$ cat config.mk
export PLATFORM = sky130hd
export DESIGN_NAME = dsp_equation_engine_flat
export DESIGN_NICKNAME = d
export VERILOG_FILES = /design/src/rtl/dsp_engine_pkg.sv /design/src/rtl/dsp_equation_engine_if.sv /design/src/rtl/dsp_engine_alu.sv /design/src/rtl/dsp_equation_engine.sv /design/src/flat_wrapper.sv
export SDC_FILE = /design/constraint.sdc
export NUM_CORES = 2
export LEC_CHECK = 0
export CORE_MARGIN = 4
export CORE_UTILIZATION = 48
export CTS_CLUSTER_DIAMETER = 60
export DETAILED_ROUTE_END_ITERATION = 12
export PLACE_DENSITY_LB_ADDON = 0.3
export SLEW_MARGIN = 10
export SYNTH_ARGS = -nofsm -noshare
export SYNTH_HDL_FRONTEND = slang
export SYNTH_SLANG_ARGS = --single-unit
$ cat constraint.sdc
create_clock -name wb_clk -period 11.7 [get_ports wb_clk]
set_clock_uncertainty 0.1 [all_clocks]
set_input_delay 2.34 -clock wb_clk [delete_from_list [all_inputs] [get_ports wb_clk]]
set_output_delay 2.34 -clock wb_clk [all_outputs]
set_load 0.03 [all_outputs]
$ cat src/rtl/dsp_engine_pkg.sv
// Shared types and helpers for the DSP equation engine.
// Mode/state encodings, accumulator sizing and range/saturation helpers.
package dsp_engine_pkg;

    typedef enum logic [1:0] {
        MODE_SUM  = 2'd0,
        MODE_MIN  = 2'd1,
        MODE_MAX  = 2'd2,
        MODE_MEAN = 2'd3
    } mode_e;

    typedef enum logic [2:0] {
        S_IDLE  = 3'd0,
        S_READ  = 3'd1,
        S_ACC   = 3'd2,
        S_WRITE = 3'd3,
        S_DONE  = 3'd4
    } state_e;

    localparam int CNT_W = 16;

    function automatic int acc_w(input int dw, input int gw);
        return dw + gw;
    endfunction

    function automatic logic is_pow2(input logic [CNT_W-1:0] c);
        return (c != '0) && ((c & (c - 16'd1)) == '0);
    endfunction

    function automatic logic [3:0] log2_cnt(input logic [CNT_W-1:0] c);
        logic [3:0] r;
        r = '0;
        for (int i = 0; i < CNT_W; i++)
            if (c[i]) r = 4'(i);
        return r;
    endfunction

    // Values are carried at 64 bits so one helper serves any DW/ACC_W <= 64.
    function automatic logic in_range(input logic signed [63:0] v,
                                      input int dw);
        logic signed [63:0] hi;
        logic signed [63:0] lo;
        hi = (64'sd1 <<< (dw - 1)) - 64'sd1;
        lo = -hi - 64'sd1;
        return (v <= hi) && (v >= lo);
    endfunction

    function automatic logic signed [63:0] saturate(input logic signed [63:0] v,
                                                    input int dw);
        logic signed [63:0] hi;
        logic signed [63:0] lo;
        hi = (64'sd1 <<< (dw - 1)) - 64'sd1;
        lo = -hi - 64'sd1;
        if (v > hi) return hi;
        if (v < lo) return lo;
        return v;
    endfunction

endpackage

$ cat src/rtl/dsp_equation_engine_if.sv
// Control and file-bus bundle of the DSP equation engine.
// master = engine side, slave = host/file-store side.
interface dsp_equation_engine_if #(
    parameter int DW = 32
);
    logic          start;
    logic [1:0]    mode;
    logic [15:0]   count;
    logic [7:0]    src_file;
    logic [7:0]    dst_file;
    logic [7:0]    file_num;
    logic          file_read;
    logic          file_read_valid;
    logic [DW-1:0] file_read_data;
    logic          file_write;
    logic          file_write_ready;
    logic [DW-1:0] file_write_data;
    logic          busy;
    logic          done;
    logic          error;

    modport master (
        input  start, mode, count, src_file, dst_file,
        input  file_read_valid, file_read_data, file_write_ready,
        output file_num, file_read, file_write, file_write_data,
        output busy, done, error
    );

    modport slave (
        output start, mode, count, src_file, dst_file,
        output file_read_valid, file_read_data, file_write_ready,
        input  file_num, file_read, file_write, file_write_data,
        input  busy, done, error
    );
endinterface

$ cat src/rtl/dsp_engine_alu.sv
// One channel: accumulate / min / max, mean shift, range check.
// DSP_ENGINE_SAT_EN: clamp out-of-range results instead of wrapping.
module dsp_engine_alu
    import dsp_engine_pkg::*;
#(
    parameter int DW = 32,
    parameter int GW = 16
) (
    input  logic                 clk,
    input  logic                 rst,
    input  logic                 en,
    input  logic                 first,
    input  mode_e                mode,
    input  logic [3:0]           shamt,
    input  logic signed [DW-1:0] sample,
    output logic [DW-1:0]        result,
    output logic                 ovf
);
    localparam int ACC_W = acc_w(DW, GW);

    logic signed [ACC_W-1:0] acc;
    logic signed [ACC_W-1:0] ext;
    logic signed [ACC_W-1:0] scaled;
    logic signed [63:0]      wide;

    assign ext = {{GW{sample[DW-1]}}, sample};

    // Channel accumulator; first sample of a job loads directly.
    always_ff @(posedge clk or posedge rst) begin
        if (rst) begin
            acc <= '0;
        end else if (en) begin
            if (first) begin
                acc <= ext;
            end else begin
                unique case (mode)
                    MODE_SUM, MODE_MEAN: acc <= acc + ext;
                    MODE_MIN: if (ext < acc) acc <= ext;
                    MODE_MAX: if (ext > acc) acc <= ext;
                endcase
            end
        end
    end

    // Scale for mean, then range-check and narrow to DW.
    always_comb begin
        scaled = (mode == MODE_MEAN) ? (acc >>> shamt) : acc;
        wide   = {{(64-ACC_W){scaled[ACC_W-1]}}, scaled};
        ovf    = !in_range(wide, DW);
`ifdef DSP_ENGINE_SAT_EN
        result = DW'(saturate(wide, DW));
`else
        result = DW'(scaled);
`endif
    end
endmodule

$ cat src/rtl/dsp_equation_engine.sv
// Multi-channel SUM/MIN/MAX/MEAN engine over a file read/write bus.
// DSP_ENGINE_SAT_EN selects saturating results (default: wrap).
module dsp_equation_engine
    import dsp_engine_pkg::*;
#(
    parameter int DW     = 32,
    parameter int NUM_CH = 4,
    parameter int GW     = 16
) (
    input logic                  wb_clk,
    input logic                  wb_rst,
    dsp_equation_engine_if.master bus
);
    localparam int CW = (NUM_CH > 1) ? $clog2(NUM_CH) : 1;
    localparam int TW = CNT_W + 4;
    localparam logic [CW-1:0] LAST_CH = CW'(NUM_CH - 1);

    state_e               state;
    state_e               state_nxt;
    mode_e                mode_q;
    logic [3:0]           shamt_q;
    logic [7:0]           src_q;
    logic [7:0]           dst_q;
    logic [TW-1:0]        total_q;
    logic [TW-1:0]        word_cnt;
    logic [CW-1:0]        ch_idx;
    logic signed [DW-1:0] sample_q;
    logic                 err_q;
    logic                 bad_cfg;
    logic                 last_word;
    logic                 first;
    logic [DW-1:0]        res [NUM_CH];
    logic [NUM_CH-1:0]    ovf;

    assign bad_cfg = (bus.count == '0) ||
                     (mode_e'(bus.mode) == MODE_MEAN && !is_pow2(bus.count));
    assign last_word = (word_cnt == total_q - TW'(1));
    assign first = (word_cnt < TW'(NUM_CH));

    // State register.
    always_ff @(posedge wb_clk or posedge wb_rst) begin
        if (wb_rst) state <= S_IDLE;
        else        state <= state_nxt;
    end

    // Next-state logic.
    always_comb begin
        state_nxt = state;
        unique case (state)
            S_IDLE:  if (bus.start) state_nxt = bad_cfg ? S_DONE : S_READ;
            S_READ:  if (bus.file_read_valid) state_nxt = S_ACC;
            S_ACC:   state_nxt = last_word ? S_WRITE : S_READ;
            S_WRITE: if (bus.file_write_ready && ch_idx == LAST_CH)
                         state_nxt = S_DONE;
            S_DONE:  state_nxt = S_IDLE;
            default: state_nxt = S_IDLE;
        endcase
    end

    // Job configuration, counters, captured sample and sticky error.
    always_ff @(posedge wb_clk or posedge wb_rst) begin
        if (wb_rst) begin
            mode_q   <= MODE_SUM;
            shamt_q  <= '0;
            src_q    <= '0;
            dst_q    <= '0;
            total_q  <= '0;
            word_cnt <= '0;
            ch_idx   <= '0;
            sample_q <= '0;
            err_q    <= 1'b0;
        end else begin
            unique case (state)
                S_IDLE: if (bus.start) begin
                    mode_q   <= mode_e'(bus.mode);
                    shamt_q  <= log2_cnt(bus.count);
                    src_q    <= bus.src_file;
                    dst_q    <= bus.dst_file;
                    total_q  <= TW'(bus.count) * TW'(NUM_CH);
                    word_cnt <= '0;
                    ch_idx   <= '0;
                    err_q    <= bad_cfg;
                end
                S_READ: if (bus.file_read_valid) sample_q <= bus.file_read_data;
                S_ACC: begin
                    word_cnt <= word_cnt + TW'(1);
                    ch_idx   <= (last_word || ch_idx == LAST_CH) ?
                                '0 : ch_idx + CW'(1);
                end
                S_WRITE: if (bus.file_write_ready) begin
                    ch_idx <= (ch_idx == LAST_CH) ? '0 : ch_idx + CW'(1);
                    if (ovf[ch_idx]) err_q <= 1'b1;
                end
                default: ;
            endcase
        end
    end

    for (genvar i = 0; i < NUM_CH; i++) begin : g_ch
        dsp_engine_alu #(.DW(DW), .GW(GW)) alu (
            .clk    (wb_clk),
            .rst    (wb_rst),
            .en     (state == S_ACC && ch_idx == CW'(i)),
            .first  (first),
            .mode   (mode_q),
            .shamt  (shamt_q),
            .sample (sample_q),
            .result (res[i]),
            .ovf    (ovf[i])
        );
    end

    // Bus outputs decoded from state; everything idles at zero.
    always_comb begin
        bus.file_num        = '0;
        bus.file_read       = 1'b0;
        bus.file_write      = 1'b0;
        bus.file_write_data = '0;
        bus.busy            = (state != S_IDLE);
        bus.done            = (state == S_DONE);
        bus.error           = err_q;
        unique case (state)
            S_READ: begin
                bus.file_num  = src_q;
                bus.file_read = 1'b1;
            end
            S_WRITE: begin
                bus.file_num        = dst_q;
                bus.file_write      = 1'b1;
                bus.file_write_data = res[ch_idx];
            end
            default: ;
        endcase
    end
endmodule

$ cat src/flat_wrapper.sv
// flat-port wrapper written by rule: the top's interface ports become plain ports
module dsp_equation_engine_flat import dsp_engine_pkg::*;
#(
    parameter int DW     = 32,
    parameter int NUM_CH = 4,
    parameter int GW     = 16
)
  (wb_clk, wb_rst, bus_start, bus_mode, bus_count, bus_src_file, bus_dst_file, bus_file_read_valid, bus_file_read_data, bus_file_write_ready, bus_file_num, bus_file_read, bus_file_write, bus_file_write_data, bus_busy, bus_done, bus_error);
  dsp_equation_engine_if #(.DW(DW)) bus_i ();
  input logic wb_clk;
  input logic wb_rst;
  input wire logic [$bits(bus_i.start)-1:0] bus_start;
  input wire logic [$bits(bus_i.mode)-1:0] bus_mode;
  input wire logic [$bits(bus_i.count)-1:0] bus_count;
  input wire logic [$bits(bus_i.src_file)-1:0] bus_src_file;
  input wire logic [$bits(bus_i.dst_file)-1:0] bus_dst_file;
  input wire logic [$bits(bus_i.file_read_valid)-1:0] bus_file_read_valid;
  input wire logic [$bits(bus_i.file_read_data)-1:0] bus_file_read_data;
  input wire logic [$bits(bus_i.file_write_ready)-1:0] bus_file_write_ready;
  output wire logic [$bits(bus_i.file_num)-1:0] bus_file_num;
  output wire logic [$bits(bus_i.file_read)-1:0] bus_file_read;
  output wire logic [$bits(bus_i.file_write)-1:0] bus_file_write;
  output wire logic [$bits(bus_i.file_write_data)-1:0] bus_file_write_data;
  output wire logic [$bits(bus_i.busy)-1:0] bus_busy;
  output wire logic [$bits(bus_i.done)-1:0] bus_done;
  output wire logic [$bits(bus_i.error)-1:0] bus_error;
  assign bus_i.start = bus_start;
  assign bus_i.mode = bus_mode;
  assign bus_i.count = bus_count;
  assign bus_i.src_file = bus_src_file;
  assign bus_i.dst_file = bus_dst_file;
  assign bus_i.file_read_valid = bus_file_read_valid;
  assign bus_i.file_read_data = bus_file_read_data;
  assign bus_i.file_write_ready = bus_file_write_ready;
  assign bus_file_num = bus_i.file_num;
  assign bus_file_read = bus_i.file_read;
  assign bus_file_write = bus_i.file_write;
  assign bus_file_write_data = bus_i.file_write_data;
  assign bus_busy = bus_i.busy;
  assign bus_done = bus_i.done;
  assign bus_error = bus_i.error;
  dsp_equation_engine #(.DW(DW), .NUM_CH(NUM_CH), .GW(GW)) u_core (.wb_clk(wb_clk), .wb_rst(wb_rst), .bus(bus_i));
endmodule
## Word-level counts from Yosys, hierarchy flattened

Cells that the tools add are included.

- Add/subtract/negate cells: 8
- Order comparisons: 19
- Eq/ne operators: 25
- Shift-type cells: 4
- Muxes and demuxes: 61
- Bitwise operators: 2
- Reduce and logical (&&, ||, !) cells: 39

Operator list:

| operator | count |
|---|---|
| $mux W48 | 16 |
| $pmux W48 S3 | 4 |
| $add A48 B32 Y48 | 4 |
| $ge A48 B32 Y1 const B | 4 |
| $gt A32 B48 Y1 | 4 |
| $le A48 B32 Y1 const B | 4 |
| $lt A32 B48 Y1 | 4 |
| $sshr A48 B4 Y48 | 4 |
| $mux W32 | 3 |
| $bmux W32 S2 | 1 |
| $pmux W20 S2 | 1 |
| $logic_not A16 Y1 | 2 |
| $mux W4 | 8 |
| $mux W3 | 8 |
| $ne A3 B2 Y1 const B | 8 |
| $add A20 B1 Y20 const B | 1 |
| $eq A20 B20 Y1 | 1 |
| $lt A20 B3 Y1 const B | 1 |
| $mux W20 | 1 |
| $sub A18 B1 Y19 const B | 1 |
| $reduce_and A3 Y1 | 6 |
| $and A16 B16 Y16 | 1 |
| $pmux W8 S2 | 1 |
| $reduce_bool A16 Y1 | 1 |
| other kinds (28) | 69 |

- Bits in registers: 288
- Input port bits: 71
- Output and inout bits: 45
- Word-level logic and storage cells: 172

## Longest topological paths before layout

- Depth after elaboration: 15
- Mapped depth: 18
- Mapped depth without buffers: 14

## Modules after synthesis

Synthesis repeated with hierarchy kept, for this count alone.

- Cell total of the unflattened synthesis: 5,177
- Area, all modules: 41,866.4 µm²

By module, submodules not included:

| module | times used | cells each | area an instance (µm²) | sequential area each (µm²) |
|---|---|---|---|---|
| dsp_engine_alu (u_core.g_ch[0].alu ...) | 3 | 1,154 | 9,024.9 | 1,201.2 |
| dsp_engine_alu (u_core.g_ch[1].alu) | 1 | 1,110 | 8,799.7 | 1,201.2 |
| dsp_equation_engine | 1 | 605 | 5,992.0 | 2,402.3 |

## Least setup slack after synthesis

OpenSTA, ideal clock, no wires.

- Path kind: reg-to-reg
- From: register u_core.sample_q[31]
- To: register u_core.g_ch[3].alu.acc[0]
- Library setup time: 0.125 ns
- Arrival time: 5.568 ns
- Path slack: 5.907 ns
- Stages on the path, launching flop included: 15
- Cells stage by stage: dfrtp_1 ha_1 clkbuf_1 a21o_1 a21o_1 a21oi_1 nor2_1 nor3_1 o31ai_1 a2111o_1 nand4_1 and4b_1 clkbuf_1 buf_2 mux2_2

- Longest elaborated chain between the ends: 3

Ends and longest elaborated chain:

| what | line | RTL |
|---|---|---|
| from (decl) | dsp_equation_engine.sv:27 | `logic signed [DW-1:0] sample_q;` |
| from (signal assigned) | dsp_equation_engine.sv:84 | `S_READ: if (bus.file_read_valid) sample_q <= bus.file_read_data;` |
| $gt A32 B48 Y1 / $lt A32 B48 Y1 (equally long branches) | dsp_engine_alu.sv:39, dsp_engine_alu.sv:38 |  |
| $ne A3 B2 Y1 (no line) | - |  |
| $reduce_and A3 Y1 (no line) (*) | - |  |
| to (signal assigned) | dsp_engine_alu.sv:37 | `MODE_SUM, MODE_MEAN: acc <= acc + ext;` |
| to (signal assigned) | dsp_engine_alu.sv:38 | `MODE_MIN: if (ext < acc) acc <= ext;` |
| to (signal assigned) | dsp_engine_alu.sv:39 | `MODE_MAX: if (ext > acc) acc <= ext;` |
| to (decl) | dsp_engine_alu.sv:21 | `logic signed [ACC_W-1:0] acc;` |

Every way passes the cells marked *; elsewhere a longest branch is shown, timed or not.
A chain may end at the register's enable or synchronous reset.

## Final worst setup path

- From: register u_core.shamt_q[0]
- To: output bus_file_write_data[20]

- Longest elaborated chain between the ends: 6

Ends and longest elaborated chain:

| what | line | RTL |
|---|---|---|
| from (decl) | dsp_equation_engine.sv:21 | `logic [3:0] shamt_q;` |
| from (signal assigned) | dsp_equation_engine.sv:76 | `shamt_q <= log2_cnt(bus.count);` |
| $sshr A48 B4 Y48 | dsp_engine_alu.sv:47 | `scaled = (mode == MODE_MEAN) ? (acc >>> shamt) : acc;` |
| $mux W48 | dsp_engine_alu.sv:47 |  |
| $bmux W32 S2 (*) | dsp_equation_engine.sv:130 | `bus.file_write_data = res[ch_idx];` |
| $mux W32 (not written as such) (*) (2 in series) | dsp_equation_engine.sv:130 |  |
| $mux W32 (*) | dsp_equation_engine.sv:122 | `unique case (state)` |
| to (decl) | flat_wrapper.sv:23 | `output wire logic [$bits(bus_i.file_write_data)-1:0] bus_file_write_data;` |

Every way passes the cells marked *; elsewhere a longest branch is shown, timed or not. The select of a mux whose other input is x is not followed.

==> flow_results.xml <==
<?xml version="1.0" encoding="UTF-8"?>
<metrics>
  <group name="outcome">
    <metric name="status" unit="">completed</metric>
  </group>
  <group name="synthesis">
    <metric name="synth-async-reset-ratio" unit="%">100</metric>
    <metric name="synthTopCellsByArea" unit="">dfrtp_1 18%, ha_1 12%, mux4_2 12%</metric>
    <metric name="netlist_top_cells_count" unit="">685 x nand2_1, 433 x nor2_1, 402 x a21oi_1</metric>
    <metric name="synthesis.yosys.warnings" unit="">0</metric>
    <metric name="syn-mean-instance-area" unit="um2">7.92</metric>
    <metric name="synthCells" unit="">5011</metric>
    <metric name="synth_edf_count" unit="">0</metric>
    <metric name="yosysSeqAreaShare" unit="%">18.2</metric>
    <metric name="synthMostInstantiatedCell" unit="">nand2_1</metric>
    <metric name="top_area_cell_type_share_of_the_netlist_area" unit="%">18.2</metric>
    <metric name="post_synth_num_cell_types" unit="">96</metric>
    <metric name="yosysTopAreaCell" unit="">dfrtp_1</metric>
    <metric name="synth-seq-cells" unit="">288</metric>
    <metric name="syn-num-nets" unit="">5475</metric>
    <metric name="synth_top_flop_cell" unit="">dfrtp_1</metric>
    <metric name="post_synth_instance_area" unit="um2">39700</metric>
  </group>
  <group name="die">
    <metric name="chipHeight" unit="um">296</metric>
    <metric name="placeableCoreArea" unit="um2">82000</metric>
    <metric name="io-pin-count" unit="">116</metric>
    <metric name="initial_core_util" unit="%">48.4</metric>
    <metric name="std_cell_rows" unit="">105</metric>
    <metric name="die-area" unit="um2">87400</metric>
    <metric name="die-width" unit="um">296</metric>
  </group>
  <group name="clock_network">
    <metric name="clock_sink_count" unit="">288</metric>
    <metric name="cts.path.max_buffers" unit="">3</metric>
    <metric name="cts.repair_timing.setup_buffer_count" unit="">0</metric>
    <metric name="postCtsHoldBufs" unit="">0</metric>
    <metric name="clockRootBuffer" unit="">clkbuf_16</metric>
    <metric name="clock_transition_at_the_register_clock_pins_on_the_worst_setup_and_hold_paths_after_cts" unit="ps">60</metric>
    <metric name="cts.repair.resized" unit="">0</metric>
    <metric name="clock_tree.htree_level_count" unit="">2</metric>
    <metric name="clk_latency" unit="ps">640</metric>
    <metric name="cts_tree" unit="">done</metric>
    <metric name="tritoncts.num_buffers" unit="">48</metric>
  </group>
  <group name="pwr">
    <metric name="internal-power" unit="mW">6.50</metric>
    <metric name="clkPwrFrac" unit="%">10.2</metric>
    <metric name="power.density" unit="nW/um2">347</metric>
    <metric name="net-switching-power" unit="mW">8.44</metric>
    <metric name="power.share.sequential" unit="%">17.0</metric>
    <metric name="p_sw_share" unit="%">56.5</metric>
    <metric name="power_leakage" unit="nW">17.9</metric>
    <metric name="peakVddDrop" unit="uV">231</metric>
    <metric name="combinationalPowerShare" unit="%">72.8</metric>
  </group>
  <group name="sta">
    <metric name="timing.slew.headroom" unit="%">14.6</metric>
    <metric name="achievable-frequency" unit="MHz">128</metric>
    <metric name="rsz0062_at_grt" unit="">no</metric>
    <metric name="min_period" unit="ps">7790</metric>
    <metric name="tightestPinTransition" unit="ps">1280</metric>
    <metric name="tns" unit="ps">0</metric>
    <metric name="max_transition_viols_final" unit="">0</metric>
    <metric name="report.final.setup_viol" unit="">0</metric>
    <metric name="hold_violations" unit="">0</metric>
    <metric name="finalCritPeriodShare" unit="%">66.6</metric>
  </group>
  <group name="setup_path">
    <metric name="regToRegStartpoint" unit="">u_core.sample_q[31]$_DFFE_PP0P_</metric>
    <metric name="rrSetupSlack" unit="ps">4720</metric>
    <metric name="cp_max_fo" unit="">49</metric>
    <metric name="origin_of_the_worst_setup_path" unit="">u_core.shamt_q[0]$_DFFE_PP0P_</metric>
    <metric name="worst-setup-path-type" unit="">register to primary output</metric>
    <metric name="worst_setup_path_start_kind" unit="">register</metric>
    <metric name="cp-end-kind" unit="">primary output</metric>
    <metric name="worst-endpoint-required" unit="ps">9260</metric>
    <metric name="timing.critical_path.arrival" unit="ps">5350</metric>
  </group>
  <group name="final_layout">
    <metric name="layout_cells_sized_above_1" unit="%">9.40</metric>
    <metric name="layout.cells.non_filler" unit="">6020</metric>
    <metric name="filler_cell_count" unit="">7898</metric>
    <metric name="final_cell_area" unit="um2">43000</metric>
    <metric name="fin_nets" unit="">5378</metric>
    <metric name="areaGrowthSynthToFinish" unit="%">8.39</metric>
  </group>
  <group name="drt">
    <metric name="route.antenna.remaining_nets" unit="">0</metric>
    <metric name="detail_route.drc_violations" unit="">0</metric>
    <metric name="detailedRoute.firstPassIterationCount" unit="">6</metric>
    <metric name="vias_per_cell" unit="">6.58</metric>
    <metric name="wl" unit="um">158000</metric>
    <metric name="vias" unit="">39600</metric>
    <metric name="drt-wirelength-per-cell" unit="um">26.2</metric>
    <metric name="detailedRoute.firstIterationViolations" unit="">4527</metric>
  </group>
  <group name="global_route">
    <metric name="first_global_vias" unit="">37000</metric>
    <metric name="global_route_wire_length_before_repair" unit="um">237000</metric>
    <metric name="antenna_found_initial" unit="">5</metric>
    <metric name="track_usage" unit="%">35.2</metric>
    <metric name="grt_max_degree" unit="">130</metric>
    <metric name="gr-total-overflow" unit="">0</metric>
  </group>
  <group name="placed_design">
    <metric name="gp_congestion" unit="">1.05</metric>
    <metric name="placed_area" unit="um2">41400</metric>
    <metric name="placed_instances" unit="">5934</metric>
    <metric name="portBuffers" unit="">115</metric>
    <metric name="dp.final_hpwl" unit="um">117000</metric>
  </group>
  <group name="run">
    <metric name="drv.max_cap_violation_count" unit="">0</metric>
  </group>
  <group name="worst_hold_path">
    <metric name="hold_path.startpoint" unit="">u_core.src_q[1]$_DFFE_PP0P_</metric>
    <metric name="worstHoldPathType" unit="">register to register</metric>
  </group>
</metrics>
## registers in the layout, summed over array words and instances (netlist names)
name and count:
u_core.shamt_q 4, u_core.src_q 8, u_core.word_cnt 20, u_core.sample_q 32, u_core.mode_q 2, u_core.bus.error 1
u_core.ch_idx 2, u_core.state 3, u_core.dst_q 8, u_core.g_ch.alu.acc 192, u_core.total_q 16
## logic make-up after synthesis
logic type,Yosys count,synth area share [%]
compound gates,1406,22.8
xor+xnor,184,4.06
fa+ha+maj,395,12.5
buf+inv,696,6.93
flops,288,18.2
mux,423,17.2
simple gates,1619,18.3
## final timing paths
path	to	depth (start not counted)
worst max-delay path	bus_file_write_data[20]	12
worst max register to register	u_core.g_ch[2].alu.acc[37]$_DFFE_PP0P_	12
min in group asynchronous	u_core.dst_q[6]$_DFFE_PP0P_	2
worst min register to register	u_core.src_q[1]$_DFFE_PP0P_	2
max in group asynchronous	u_core.sample_q[6]$_DFFE_PP0P_	3
worst min-delay path	u_core.src_q[1]$_DFFE_PP0P_	2
## final cells by class
cell class	instances	area, um2	area share, %
Multi-Input combinational cell	4027	29800	69.2
Sequential cell	288	7230	16.8
Timing Repair Buffer	172	1600	3.73
Inverter	377	1430	3.32
Tap cell	1070	1340	3.11
Clock buffer	55	1240	2.88
Clock inverter	30	398	0.925
Antenna cell	1	2.50	0.00582
## layout by cell type (no fill, tap or decap), types with 18 or more instances in the layout
cell type        instances
xor2_1                  50
nor3_1                  67
or3_1                   29
a21o_1                  57
o21ai_0                330
and3_1                  34
clkbuf_16               48
nand3_1                 80
clkdlybuf4s50_1        115
nand2b_1                45
mux4_2                 203
nand4_1                 67
a21oi_1                402
nand2_1                684
o21bai_1                75
xnor2_1                134
o211a_1                 19
o21a_1                  18
buf_4                   55
nor2b_1                 35
a31oi_1                 58
mux2i_1                173
nor2_1                 433
nor4_1                  54
o31ai_1                100
mux2_2                  47
o211ai_1                54
a211oi_1                64
or4_1                   19
dfrtp_1                281
ha_1                   388
inv_1                  371
## through the flow
stage	hold WS, ps	power [mW]	utilization [%]	setup slack, ps
6_report	373	14.9	52.5	3910
5_1_grt	392	15.9	52.5	3650
4_1_cts	379	14.6	52.5	3860
3_5_place_dp	364	13.0	50.5	4530
3_3_place_gp	361	13.0	50.5	4560
2_1_floorplan	346	9.73	-	1310
## worst max-delay path: stages, from the launching register on
cell and delay (ps):
dfrtp_4 760, inv_2 720, buf_4 590, nor2_1 100, a21oi_1 190, nand2_1 70
o21ai_0 220, nor2_1 80, a211oi_1 270, a211o_1 130, o311ai_0 220, a21oi_1 530
clkdlybuf4s50_1 780
## routing by layer
metal	vias to the layer above	global-route usage [%]	part of all wire (%)
met5	-	0	0.023
met4	6	18.2	6.2
met3	419	8.68	11
met2	2237	52.1	42
met1	19000	47.7	41
li1	18000	-	-
## power by group through the flow
stage               Combinational [mW]  Sequential, mW  Clock, mW
CTS                               10.6            2.49       1.55
global route                      11.8            2.58       1.59
floorplan                         7.75            1.99          0
detailed placement                10.5            2.50          0
finish                            10.9            2.55       1.52
global placement                  10.5            2.50          0
Power figures use the tool's default switching activity.
